--- config.mk ---
export PLATFORM = sky130hd
export DESIGN_NAME = raster_setup_pipe
export DESIGN_NICKNAME = d
export VERILOG_FILES = /design/src/rtl/raster_setup_pipe.sv
export SDC_FILE = /design/constraint.sdc
export NUM_CORES = 2
export LEC_CHECK = 0
export BUFFER_PORTS_ARGS = -buffer_cell sky130_fd_sc_hd__clkbuf_2
export CORE_ASPECT_RATIO = 0.5
export CORE_MARGIN = 2
export CORE_UTILIZATION = 30
export DETAILED_ROUTE_END_ITERATION = 10
export GPL_ROUTABILITY_DRIVEN = 0
export HOLD_SLACK_MARGIN = 0.15
export SLEW_MARGIN = 10
export SYNTH_ARGS = -nofsm -noshare
export SYNTH_HDL_FRONTEND = slang
export SYNTH_SLANG_ARGS = --single-unit
--- constraint.sdc ---
create_clock -name clk -period 15.6 [get_ports clk]
set_input_delay 1.56 -clock clk [delete_from_list [all_inputs] [get_ports clk]]
set_output_delay 1.56 -clock clk [all_outputs]
set_load 0.005 [all_outputs]
--- src/rtl/raster_setup_pipe.sv ---
// raster_setup_pipe: triangle setup producing a clamped bounding box, signed area, top-left edge functions and a reciprocal request
module raster_setup_pipe #(
  parameter int DATAWIDTH     = 12,
  parameter int SCREEN_WIDTH  = 320,
  parameter int SCREEN_HEIGHT = 320,
  parameter int CULL_BACKFACE = 1,
  parameter int COUNT_WIDTH   = 16
) (
  input  logic                     clk,
  input  logic                     rst,
  input  logic [2*DATAWIDTH-1:0]   i_v0,
  input  logic [2*DATAWIDTH-1:0]   i_v1,
  input  logic [2*DATAWIDTH-1:0]   i_v2,
  input  logic                     in_valid,
  output logic                     in_ready,
  input  logic                     div_ready,
  output logic [2*DATAWIDTH-1:0]   div_a,
  output logic                     div_a_dv,
  input  logic [2*DATAWIDTH-1:0]   div_inv,
  input  logic                     div_inv_dv,
  output logic [2*DATAWIDTH-1:0]   bb_tl,
  output logic [2*DATAWIDTH-1:0]   bb_br,
  output logic [2*DATAWIDTH-1:0]   edge_val0,
  output logic [2*DATAWIDTH-1:0]   edge_val1,
  output logic [2*DATAWIDTH-1:0]   edge_val2,
  output logic [2*DATAWIDTH-1:0]   edge_delta0,
  output logic [2*DATAWIDTH-1:0]   edge_delta1,
  output logic [2*DATAWIDTH-1:0]   edge_delta2,
  output logic [2*DATAWIDTH-1:0]   o_area,
  output logic [2*DATAWIDTH-1:0]   area_inv,
  output logic                     out_valid,
  input  logic                     out_ready,
  output logic [COUNT_WIDTH-1:0]   cull_count,
  output logic [COUNT_WIDTH-1:0]   emit_count
);
  localparam int W = DATAWIDTH;
  localparam int D = 2 * DATAWIDTH;
  localparam logic signed [W-1:0] XMAX = W'(SCREEN_WIDTH - 1);
  localparam logic signed [W-1:0] YMAX = W'(SCREEN_HEIGHT - 1);
  typedef enum logic [2:0] {IDLE, AREA, ORIENT, EDGE0, EDGE1, EDGE2, WAIT_INV, OUT} state_t;
  state_t state;
  logic signed [W-1:0] vx [3];
  logic signed [W-1:0] vy [3];
  logic signed [W-1:0] tlx, tly, brx, bry, mnx, mny, mxx, mxy;
  logic signed [W-1:0] ax, ay, bx, by, px, py;
  logic signed [D-1:0] area, e;
  logic [D-1:0] delta;
  logic pending, got, cap, neg, cull;
  function automatic logic signed [D-1:0] sx(input logic signed [W-1:0] v);
    return {{W{v[W-1]}}, v};
  endfunction
  always_comb begin
    mnx = vx[0] < vx[1] ? vx[0] : vx[1];
    mnx = vx[2] < mnx ? vx[2] : mnx;
    mny = vy[0] < vy[1] ? vy[0] : vy[1];
    mny = vy[2] < mny ? vy[2] : mny;
    mxx = vx[0] > vx[1] ? vx[0] : vx[1];
    mxx = vx[2] > mxx ? vx[2] : mxx;
    mxy = vy[0] > vy[1] ? vy[0] : vy[1];
    mxy = vy[2] > mxy ? vy[2] : mxy;
    ax = state == EDGE1 ? vx[1] : state == EDGE2 ? vx[2] : vx[0];
    ay = state == EDGE1 ? vy[1] : state == EDGE2 ? vy[2] : vy[0];
    bx = state == EDGE1 ? vx[2] : state == EDGE2 ? vx[0] : vx[1];
    by = state == EDGE1 ? vy[2] : state == EDGE2 ? vy[0] : vy[1];
    px = state == AREA ? vx[2] : tlx;
    py = state == AREA ? vy[2] : tly;
    e = (sx(px) - sx(ax)) * (sx(by) - sx(ay)) - (sx(py) - sx(ay)) * (sx(bx) - sx(ax));
    delta = {by - ay, ax - bx};
  end
  assign neg       = area[D-1];
  assign cull      = area == '0 || tlx > brx || tly > bry || (CULL_BACKFACE != 0 && neg);
  assign cap       = div_inv_dv && pending;
  assign in_ready  = state == IDLE && !rst;
  assign div_a_dv  = state == ORIENT && !cull && div_ready && !rst;
  assign div_a     = neg ? -area : area;
  assign out_valid = state == OUT;
  assign bb_tl     = {tlx, tly};
  assign bb_br     = {brx, bry};
  assign o_area    = area;
  always_ff @(posedge clk) begin
    if (rst) begin
      state       <= IDLE;
      area        <= '0;
      tlx         <= '0;
      tly         <= '0;
      brx         <= '0;
      bry         <= '0;
      edge_val0   <= '0;
      edge_val1   <= '0;
      edge_val2   <= '0;
      edge_delta0 <= '0;
      edge_delta1 <= '0;
      edge_delta2 <= '0;
      area_inv    <= '0;
      pending     <= 1'b0;
      got         <= 1'b0;
      cull_count  <= '0;
      emit_count  <= '0;
    end else begin
      case (state)
        IDLE: if (in_valid) begin
          vx[0] <= i_v0[D-1:W];
          vy[0] <= i_v0[W-1:0];
          vx[1] <= i_v1[D-1:W];
          vy[1] <= i_v1[W-1:0];
          vx[2] <= i_v2[D-1:W];
          vy[2] <= i_v2[W-1:0];
          state <= AREA;
        end
        AREA: begin
          area  <= e;
          tlx   <= mnx[W-1] ? '0 : mnx;
          tly   <= mny[W-1] ? '0 : mny;
          brx   <= mxx > XMAX ? XMAX : mxx;
          bry   <= mxy > YMAX ? YMAX : mxy;
          state <= ORIENT;
        end
        ORIENT: if (cull) begin
          cull_count <= cull_count + COUNT_WIDTH'(cull_count != '1);
          state      <= IDLE;
        end else if (div_ready) begin
          pending <= 1'b1;
          state   <= EDGE0;
          // clockwise input: swap v1/v2 so the edges see a counter-clockwise triangle
          if (neg) begin
            area  <= -area;
            vx[1] <= vx[2];
            vx[2] <= vx[1];
            vy[1] <= vy[2];
            vy[2] <= vy[1];
          end
        end
        EDGE0: begin
          edge_val0   <= e;
          edge_delta0 <= delta;
          state       <= EDGE1;
        end
        EDGE1: begin
          edge_val1   <= e;
          edge_delta1 <= delta;
          state       <= EDGE2;
        end
        EDGE2: begin
          edge_val2   <= e;
          edge_delta2 <= delta;
          state       <= WAIT_INV;
        end
        WAIT_INV: if (got || cap) state <= OUT;
        OUT: if (out_ready) begin
          emit_count <= emit_count + COUNT_WIDTH'(emit_count != '1);
          got        <= 1'b0;
          state      <= IDLE;
        end
      endcase
      if (cap) begin
        area_inv <= div_inv;
        pending  <= 1'b0;
        got      <= 1'b1;
      end
    end
  end
endmodule
==> reports/qor.txt <==
Area of the core = 108300 um^2
Post-DRT Antenna Nets = 0
Starting DRC count in detailed routing = 2763
Worst min path class = reg2reg
H-tree lvl count = 2
Longest Clk Path Bufs = 3
Clock tree root driver cell = clkbuf_16
Sequential-to-total area share from yosys stat = 0.2327
Vias in the first global route = 28309
Synth Area in Simple Gates = 0.1602
Yosys cell types = 81
Register-to-Register Path Depth = 39
Reg area = 7671 um^2
Die height = 238.3 um
Io pins = 401
First-pass detailed-route iteration total = 11
Vias/cell = 5.105
Syn Area/Cell = 8.563 um^2
Ys async rst share = 0
Setup-failing EPs final = 0
Initial antenna violation count = 21
GRT Overall Usage = 0.2016
Std cell rows = 85
CP Data Arrival Time = 12310 ps
Adder-Cell Fraction of Synth Area = 0.3141
Post-CTS Setup Bufs = 0
Share of layout cells above drive strength 1 = 0.1416
Die width = 472.7 um
Worst rel slew slack = 0.1554
Initial core utilization = 0.3043
Via count = 28745
Synth Flop Type = dfxtp_1
Start of the worst register-to-register path = state[0]$_SDFFE_PP0P_
Max incr delay on CP = 720 ps
Largest net degree at the start of global routing = 189
Clk sink count = 347
Total Wirelength = 115700 um
Worst slew pin tran = 1258 ps
Status = finished with violations
Post-DP HPWL = 93630 um
DRC = 3
I/O Buffers = 398
Synthesized instance count = 3848
Area of the multi-input gates = 22610 um^2
Startpoint types = flop
Crit. Startpoint = state[0]$_SDFFE_PP0P_
Final hold vios = 0
Slew Limit Fails = 0
Crit Path Class = reg2reg
CP endpoint kind = flop
Hold EP = area_inv[13]$_SDFFE_PP0P_
Hold depth = 2
Period utilization = 0.7575
Synth Warn # = 0
Setup TNS = 0 ps
Unrepaired setup endpoints after global routing = false
GRT overflow = 0
Die area = 112700 um^2
Max-cap viol count = 0
Hold Crit Start = area_inv[13]$_SDFFE_PP0P_
Post-CTS sizing = 0
Area grow syn2layout = 15.11%
Crit-path slowest cell = buf_4
Failing checks = design-rule violations
Complex-gate fraction of the synthesized area = 0.1285
CTS Buf Count = 39
Reg-to-reg endpoint = o_area[23]$_SDFFE_PP0P_
Critical Path Fanout Max = 59
Most used cell, CP = fa_1
Post-Syn Area = 32950 um^2
TritonCTS clock tree = built
First-pass GRT wire length = 174600 um
Number of synthesized flops with an enable pin = 72
WL per Instance = 20.55 um
Hold Buf Count CTS = 0
Clk slew on worst S/H paths = 60 ps
Min cycle time layout = 11820 ps
R2r setup slk = 3780 ps
XOR/XNOR Fraction of Synth Area = 0.04397
Fillcell total = 11162
Achievable Freq = 84.62 MHz
Fin nets = 4866
Worst endpoint required time = 16090 ps
Worst skew pair latency = 590 ps
Post-synthesis register bit count = 347
Largest family of logic cells by synthesized area = adder cells
Skew final = 23.69 ps
Post-synthesis mux area share = 0.03581
worst max-delay path: cells and delay by family (launching register included):
family	cells	cell delay, ps
compound gates	13	3090
flops	1	540
xor+xnor	2	610
fa+ha+maj	10	4530
mux	1	160
simple gates	6	1180
buf+inv	7	1540
kinds of logic after synthesis:
kind of cell,count (synthesis)
AND/OR/NAND/NOR,1201
buffers and inverters,735
AO/OA/AOI/OAI,670
adder cells (fa/ha/maj),615
flip-flops,347
XOR/XNOR,163
multiplexers,116
other,1
cell usage after synthesis, types with 5 or more instances:
master | number | area share
a2bb2oi_1 | 12 | 0.0032
o21ai_0 | 102 | 0.015
nand2_1 | 549 | 0.063
nand3b_1 | 5 | 0.0011
buf_2 | 11 | 0.0017
and2_1 | 34 | 0.0065
o21ai_1 | 15 | 0.0023
ha_1 | 260 | 0.099
nor3_1 | 38 | 0.0058
nand3_1 | 30 | 0.0046
a311oi_1 | 27 | 0.0072
nor2_1 | 343 | 0.039
clkbuf_1 | 174 | 0.020
mux2_2 | 13 | 0.0044
o21bai_1 | 13 | 0.0030
dfxtp_1 | 275 | 0.17
or4_1 | 5 | 0.0011
a211oi_1 | 57 | 0.013
a31oi_1 | 14 | 0.0027
nand2b_1 | 57 | 0.011
or2_2 | 16 | 0.0030
o211ai_1 | 18 | 0.0041
inv_1 | 531 | 0.060
nand4_1 | 21 | 0.0040
a21oi_1 | 269 | 0.041
a222oi_1 | 11 | 0.0033
nor3b_1 | 9 | 0.0021
xnor2_1 | 111 | 0.030
a21o_1 | 35 | 0.0080
nor2b_1 | 32 | 0.0061
and3_1 | 13 | 0.0025
edfxtp_1 | 72 | 0.066
mux2i_1 | 101 | 0.031
buf_1 | 15 | 0.0017
o31ai_1 | 15 | 0.0034
or3_1 | 21 | 0.0040
a221oi_1 | 15 | 0.0040
xor2_1 | 50 | 0.013
nor4_1 | 9 | 0.0017
and3b_1 | 5 | 0.0013
o41ai_1 | 8 | 0.0021
o21a_1 | 13 | 0.0030
fa_1 | 354 | 0.22
state kept, by name, summed over array words and instances, names as in the netlist:
name         flops
cull_count      16
o_area          24
brx             12
edge_val1       24
edge_delta1     24
tly             11
edge_delta0     24
vx              36
bry             12
emit_count      16
vy              36
edge_val0       24
area_inv        24
got              1
tlx             11
state            3
edge_delta2     24
edge_val2       24
pending          1
how the worst max path moves through the flow:
stage / cells after the start / endpoint / slack, ps
after global placement: 39 / edge_val0[23]$_SDFFE_PP0N_ / 4090
after global routing: 39 / edge_val0[23]$_SDFFE_PP0N_ / 2830
after CTS: 39 / o_area[23]$_SDFFE_PP0P_ / 3810
after detailed placement: 39 / edge_val0[23]$_SDFFE_PP0N_ / 3840
after floorplan: 42 / edge_val0[23]$_SDFFE_PP0N_ / 4630
final: 39 / o_area[23]$_SDFFE_PP0P_ / 3780
area by class of cell:
cell class	instances	area share
well taps	1435	0.04734
inverters	531	0.05255
repair buffers	464	0.06614
clock buffers	55	0.02975
flip-flops and latches	347	0.2022
diodes	16	0.001056
multi-input cells	2767	0.5960
clock inverters	16	0.004948
stage by stage:
step                      setup slack [ps]  area (um^2)    util  hold slack, ps  cells
final                                 3783        37930  0.3503           454.9   5631
after CTS                             3808        37890  0.3499           456.6   5615
after floorplan                       4634        32950       -           450.6   3849
after detailed placement              3837        36570  0.3378           448.2   5544
after global placement                4085        36570  0.3378           443.3   5544
after global routing                  2835        37930  0.3503           466.4   5630
layer usage:
metal,vias up,GRT usage,part of all wire
li1,13185,-,-
met1,14134,0.2613,0.42
met2,1138,0.3225,0.46
met3,276,0.04135,0.078
met4,12,0.09459,0.047
met5,-,0,0.00071
cell usage in the layout, fill, tap and decap left out, drive strengths merged, types with 7 or more instances in the layout:
| master | instances |
|---|---|
| clkbuf | 453 |
| o31ai | 15 |
| ha | 260 |
| nor3b | 11 |
| o21ai | 118 |
| a221oi | 16 |
| or3 | 21 |
| inv | 537 |
| xor2 | 51 |
| a311oi | 28 |
| diode | 16 |
| o41ai | 8 |
| nand3 | 30 |
| a222oi | 11 |
| and3 | 14 |
| or2 | 18 |
| and2 | 34 |
| edfxtp | 72 |
| nand4 | 21 |
| buf | 66 |
| xnor2 | 111 |
| a211oi | 58 |
| a21o | 35 |
| nor4 | 9 |
| nor3 | 38 |
| mux2 | 15 |
| o21a | 13 |
| o21bai | 13 |
| a31oi | 14 |
| clkinv | 7 |
| nor2b | 32 |
| a2bb2oi | 12 |
| a21oi | 269 |
| nand2b | 57 |
| nand2 | 549 |
| mux2i | 101 |
| nor2 | 343 |
| fa | 354 |
| dfxtp | 275 |
| o211ai | 18 |
Power is not shown: default switching activity piles up to over one toggle a cycle in this logic, so the estimate is an artifact.
